## src/rtl/alu_pipe.sv

```systemverilog
`default_nettype none
// ============================================================================
//  Module      : alu_pipe
//  Description : Two-stage pipelined ALU with valid/ready handshaking and a
//                full status-flag set (zero, carry/borrow, overflow, negative,
//                illegal-opcode). Stage 1 captures operands, stage 2 holds the
//                computed result. Acts as a two-entry buffer under backpressure.
//                Optional feature macro: ALU_SHIFT_EN builds the SLL/SRL
//                shifter; without it opcodes 110/111 report alu_illegal.
//  Revision    : 1.0 - initial release
// ============================================================================
module alu_pipe #(
    parameter int WIDTH = 8
) (
    input  logic             clk,
    input  logic             rst_n,
    input  logic             flush,
    input  logic             in_valid,
    output logic             in_ready,
    input  logic [WIDTH-1:0] data_a,
    input  logic [WIDTH-1:0] data_b,
    input  logic [2:0]       alu_ctrl,
    output logic             out_valid,
    input  logic             out_ready,
    output logic [WIDTH-1:0] alu_out,
    output logic             alu_zero,
    output logic             alu_carry,
    output logic             alu_ovf,
    output logic             alu_neg,
    output logic             alu_illegal
);

    localparam logic [2:0] c_OP_ADD = 3'b000;
    localparam logic [2:0] c_OP_SUB = 3'b001;
    localparam logic [2:0] c_OP_AND = 3'b010;
    localparam logic [2:0] c_OP_OR  = 3'b011;
    localparam logic [2:0] c_OP_XOR = 3'b100;
    localparam logic [2:0] c_OP_SLT = 3'b101;
`ifdef ALU_SHIFT_EN
    localparam int         SHW      = $clog2(WIDTH);
    localparam logic [2:0] c_OP_SLL = 3'b110;
    localparam logic [2:0] c_OP_SRL = 3'b111;
`endif

    // Stage 1 operand registers (not reset: meaningless while r_s1_valid is low)
    logic [WIDTH-1:0] r_a;
    logic [WIDTH-1:0] r_b;
    logic [2:0]       r_op;
    logic             r_s1_valid;

    // Stage 2 result registers
    logic [WIDTH-1:0] r_out;
    logic             r_zero;
    logic             r_carry;
    logic             r_ovf;
    logic             r_neg;
    logic             r_illegal;
    logic             r_s2_valid;

    // Handshake and datapath wires
    logic             w_s2_load;
    logic             w_accept;
    logic [WIDTH:0]   w_sum;
    logic [WIDTH:0]   w_diff;
    logic             w_slt;
    logic [WIDTH-1:0] w_res;
    logic             w_carry;
    logic             w_ovf;
    logic             w_illegal;

    // S1 drains into S2 whenever S2 is empty or its beat leaves this cycle;
    // a flush drops any beat offered in the same cycle.
    assign w_s2_load = r_s1_valid & (~r_s2_valid | out_ready);
    assign in_ready  = ~r_s1_valid | w_s2_load;
    assign w_accept  = in_valid & in_ready & ~flush;

    // One extra bit on add/subtract exposes carry-out and unsigned borrow.
    assign w_sum  = {1'b0, r_a} + {1'b0, r_b};
    assign w_diff = {1'b0, r_a} - {1'b0, r_b};
    assign w_slt  = $signed(r_a) < $signed(r_b);

    // Pipeline occupancy: the only control state in the block
    always_ff @(posedge clk or negedge rst_n) begin
        if (!rst_n) begin
            r_s1_valid <= 1'b0;
            r_s2_valid <= 1'b0;
        end else if (flush) begin
            r_s1_valid <= 1'b0;
            r_s2_valid <= 1'b0;
        end else begin
            if (w_accept) begin
                r_s1_valid <= 1'b1;
            end else if (w_s2_load) begin
                r_s1_valid <= 1'b0;
            end
            if (w_s2_load) begin
                r_s2_valid <= 1'b1;
            end else if (out_ready) begin
                r_s2_valid <= 1'b0;
            end
        end
    end

    // Capture operands and opcode on an accepted input beat
    always_ff @(posedge clk) begin
        if (w_accept) begin
            r_a  <= data_a;
            r_b  <= data_b;
            r_op <= alu_ctrl;
        end
    end

    // Stage 2 combinational result and flag computation
    always_comb begin
        w_res     = '0;
        w_carry   = 1'b0;
        w_ovf     = 1'b0;
        w_illegal = 1'b0;
        case (r_op)
            c_OP_ADD: begin
                w_res   = w_sum[WIDTH-1:0];
                w_carry = w_sum[WIDTH];
                w_ovf   = (r_a[WIDTH-1] == r_b[WIDTH-1]) &&
                          (w_sum[WIDTH-1] != r_a[WIDTH-1]);
            end
            c_OP_SUB: begin
                w_res   = w_diff[WIDTH-1:0];
                w_carry = w_diff[WIDTH];
                w_ovf   = (r_a[WIDTH-1] != r_b[WIDTH-1]) &&
                          (w_diff[WIDTH-1] != r_a[WIDTH-1]);
            end
            c_OP_AND: w_res = r_a & r_b;
            c_OP_OR:  w_res = r_a | r_b;
            c_OP_XOR: w_res = r_a ^ r_b;
            c_OP_SLT: begin
                w_res   = {{(WIDTH-1){1'b0}}, w_slt};
                w_carry = w_diff[WIDTH];
            end
`ifdef ALU_SHIFT_EN
            c_OP_SLL: w_res = r_a << r_b[SHW-1:0];
            c_OP_SRL: w_res = r_a >> r_b[SHW-1:0];
`endif
            // Shift opcodes without a shifter: zero result flagged illegal
            default:  w_illegal = 1'b1;
        endcase
    end

    // Result and flags are registered together so they always describe one beat
    always_ff @(posedge clk or negedge rst_n) begin
        if (!rst_n) begin
            r_out     <= '0;
            r_zero    <= 1'b0;
            r_carry   <= 1'b0;
            r_ovf     <= 1'b0;
            r_neg     <= 1'b0;
            r_illegal <= 1'b0;
        end else if (w_s2_load) begin
            r_out     <= w_res;
            r_zero    <= (w_res == '0);
            r_carry   <= w_carry;
            r_ovf     <= w_ovf;
            r_neg     <= w_res[WIDTH-1];
            r_illegal <= w_illegal;
        end
    end

    assign out_valid   = r_s2_valid;
    assign alu_out     = r_out;
    assign alu_zero    = r_zero;
    assign alu_carry   = r_carry;
    assign alu_ovf     = r_ovf;
    assign alu_neg     = r_neg;
    assign alu_illegal = r_illegal;

endmodule
`default_nettype wire
```

## config.mk

```make
export PLATFORM = sky130hd
export DESIGN_NAME = alu_pipe
export DESIGN_NICKNAME = d
export VERILOG_FILES = /design/src/rtl/alu_pipe.sv
export SDC_FILE = /design/constraint.sdc
export NUM_CORES = 1
export LEC_CHECK = 0
export ABC_AREA = 1
export CORE_ASPECT_RATIO = 0.9
export CORE_MARGIN = 8
export CORE_UTILIZATION = 49
export DETAILED_ROUTE_END_ITERATION = 8
export PLACE_DENSITY = 0.77
export SLEW_MARGIN = 20
export SYNTH_ARGS = -nofsm -noshare
export SYNTH_HDL_FRONTEND = slang
export SYNTH_SLANG_ARGS = --single-unit
```

## constraint.sdc

```tcl
create_clock -name clk -period 1.9 [get_ports clk]
set_input_delay 0.19 -clock clk [delete_from_list [all_inputs] [get_ports clk]]
set_output_delay 0.19 -clock clk [all_outputs]
set_load 0.1 [all_outputs]
```

==> impl_metrics.toml <==
[sta]
worst_pin_slew_ns = 0.6150
fin_crit_ns = 1.962
drv_slew = 0
clock_skew_ns = 0.005234
timing.final.ws_setup_ns = -0.06236
rsz0062_at_grt = "true"
timing.fmax_mhz = 509.6
fin_crit_sh_pct = 103.3
hold_violations = 0
finalSetupViolations = 3
relSlewSlack_pct = 58.87

[global_route]
grt_pass1_vias = 2163
grt_overflow = 0
grt_use_total_pct = 16.38
grt_max_degree = 20
antenna_found_initial = 0
grt_pass1_wl_um = 9315

[route]
viasPerCell = 5.082
firstDrtPassIters = 4
dr.first_iter.drc_count = 101
antenna_left = 0
wl_per_cell_um = 13.03
drc_errors = 0
vias = 2226
drt-total-wl_um = 5706

[yosys]
synth_warnings = 0
synth_mux_area_share_pct = 0
avgSynthCellArea_um2 = 7.657
synth.most_common_cell = "nand2_1"
synth-seq-cells = 33
synth_cells = 310
synth_nets = 362
synth_top_family_by_area = "simple AND/OR/NAND/NOR gates"
async_reset_ff_share_pct = 42.42
yosysSeqAreaShare_pct = 38.80
synth-simple-area-share_pct = 28.04
synth-main-ff-cell = "edfxtp_1"
synth-edff-count = 19
netlist_area_um2 = 2374
synth_common_cells = "94 x nand2_1, 48 x inv_1, 35 x nand3_1"
netlist_top_cells_area = "edfxtp_1 24%, nand2_1 15%, dfrtp_1 15%"
synthXorXnorAreaFrac_pct = 0
synth_top_cell_area_share_pct = 24.04
synth_cell_types = 29
synth_fa_ha_area_share_pct = 15.39
synth-compound-area-share_pct = 7.855
yosys.area.top_type = "edfxtp_1"

[cts]
tritoncts = "done"
clk_pin_slew_worst_paths_ns = 0.07
clk_path_buf_depth = 2
insertion_delay_ns = 0.29
root_buffer = "clkbuf_8"
cts.sinks = 33
cts-hold-fix-buffers = 0
htree_levels = 2
cts_made_buffers = 5

[flow_run]
cap_violations = 0

[run_status]
status = "complete, but fails checks"
failed_checks = "setup timing"

[floorplanning]
coreArea_um2 = 4745
die_y_um = 82.03
fp.dieW_um = 89.37
start_util_pct = 50.03
io_pins = 39
die_area_um2 = 7330
fp-row-count = 24

[critical_path]
start_kind = "flop"
cp_max_fo = 4
setup.worst_path.class = "flop to flop"
endpoint_kind = "flop"
cp.required_ns = 2.09
r2r-end = "alu_zero"
cp-endpoint = "alu_zero"
crit_arrival_ns = 2.15
reg2reg_from = "r_a[1]"
crit_start = "r_a[1]"
r2r_slack_ns = -0.06
worstRegToRegCells = 13

[pwr]
power_mw = 2.171
power_density_nw_per_um2 = 690.1
clockPowerShare_pct = 24.5
seqPwrFrac_pct = 39.5
pwr-share-comb_pct = 36.0
p_switching_mw = 0.8644
swShare_pct = 39.82
p_leak_nw = 1.579
vdd_drop_max_v = 0.0005629
intPower_mw = 1.306

[placement]
dp_hpwl_um = 4347
io_buffers = 38
pre_cts_ws_ns = -0.1356
postPlaceCellArea_um2 = 2943
gp_congestion = 0.9060

[layout]
antenna_cells = 0
drive_gt1_share_pct = 22.25
nets = 424
finish.utilization_pct = 66.30
stdcell_area_um2 = 3146
syn_to_final_growth_pct = 32.53

[min_path]
min_path_type = "input pin to async pin"
cells by family after synthesis:
group           count (synthesis)
buf+inv                        58
fa+ha+maj                      28
flops                          33
simple gates                  158
compound gates                 33
power groups by stage:
stage / clock (mW) / sequential [mW] / combinational (mW)
detailed placement: 0 / 0.872 / 0.751
floorplan: 0 / 1.14 / 0.262
global placement: 0 / 0.871 / 0.742
finish: 0.531 / 0.858 / 0.782
global route: 0.564 / 0.865 / 0.836
CTS: 0.542 / 0.857 / 0.769
state kept, by name, summed over array words and instances (netlist names):
signal	count
r_a	8
out_valid	1
r_s1_valid	1
alu_ovf	1
alu_out	8
r_op	3
alu_illegal	1
alu_zero	1
r_b	8
alu_carry	1
timing repair:
action | CTS | global route
gates resized for setup | 14 | 13
pin swaps | 3 | 3
setup endpoints to repair | 7 | 9
buffers inserted | 1 | 3
area by class of cell:
class	count	area (µm²)
fillers	425	1599
repair buffers	64	550.5
multi-input cells	219	1321
clock buffers	5	68.82
flip-flops and latches	33	922.1
inverters	49	183.9
clock inverters	3	17.52
well taps	65	81.33
cell usage in the layout (no fill, tap or decap), types with 2 or more instances in the layout:
cell and instances:
o211ai_1 2, ha_2 2, dfrtp_1 13, nand3_2 6, nand2_2 8, o21ai_0 8, clkinv_2 2, ha_1 23
nor2_1 18, fa_2 2, a21oi_1 11, buf_4 40, edfxtp_1 19, a21oi_2 3, clkdlybuf4s50_1 23, clkbuf_8 5
nand4_1 2, nand2_1 87, inv_1 46, nor2_2 5, o21ai_1 2, nand3_1 28, o22ai_1 2, o221ai_1 2
inv_2 3
critical path, cell delays in order (launching register included):
cell      delay (ns)
edfxtp_1        0.48
buf_4           0.19
buf_4           0.12
ha_1            0.19
a21oi_2         0.18
nand2_2         0.09
nand2_1         0.09
nand2_1         0.10
nand2_1         0.07
nand3_1         0.09
nand3_2         0.10
nor2_1          0.05
nand2_1         0.06
nand2_1         0.04
per-stage QoR:
stage          setup TNS [ns]  hold WS, ns  instances
2_1_floorplan               0      -0.1056        310
3_3_place_gp         -0.06859       0.4668        426
3_5_place_dp          -0.3056       0.4684        426
4_1_cts              -0.05769       0.2939        435
5_1_grt               -0.9664       0.3387        438
6_report             -0.08946       0.2817        438
how the worst min path moves through the flow:
stage | start | end | slack (ns) | depth (start not counted)
floorplan | rst_n | alu_carry | -0.11 | 0
global placement | alu_ovf | alu_ovf | 0.47 | 2
detailed placement | alu_out[6] | alu_out[6] | 0.47 | 2
CTS | rst_n | alu_illegal | 0.29 | 1
global route | rst_n | alu_out[2] | 0.34 | 1
finish | rst_n | alu_out[7] | 0.28 | 1
routing by layer:
metal	track usage, %	share of wire [%]	wire length [µm]	vias to the layer above
met3	4.000	4.8	274	11
met5	0	0	0	-
met2	29.22	51	2928	57
met4	6.302	2.3	133	0
met1	18.45	42	2370	1046
li1	-	-	-	1112
No activity file was read; power rests on OpenSTA's default activity.
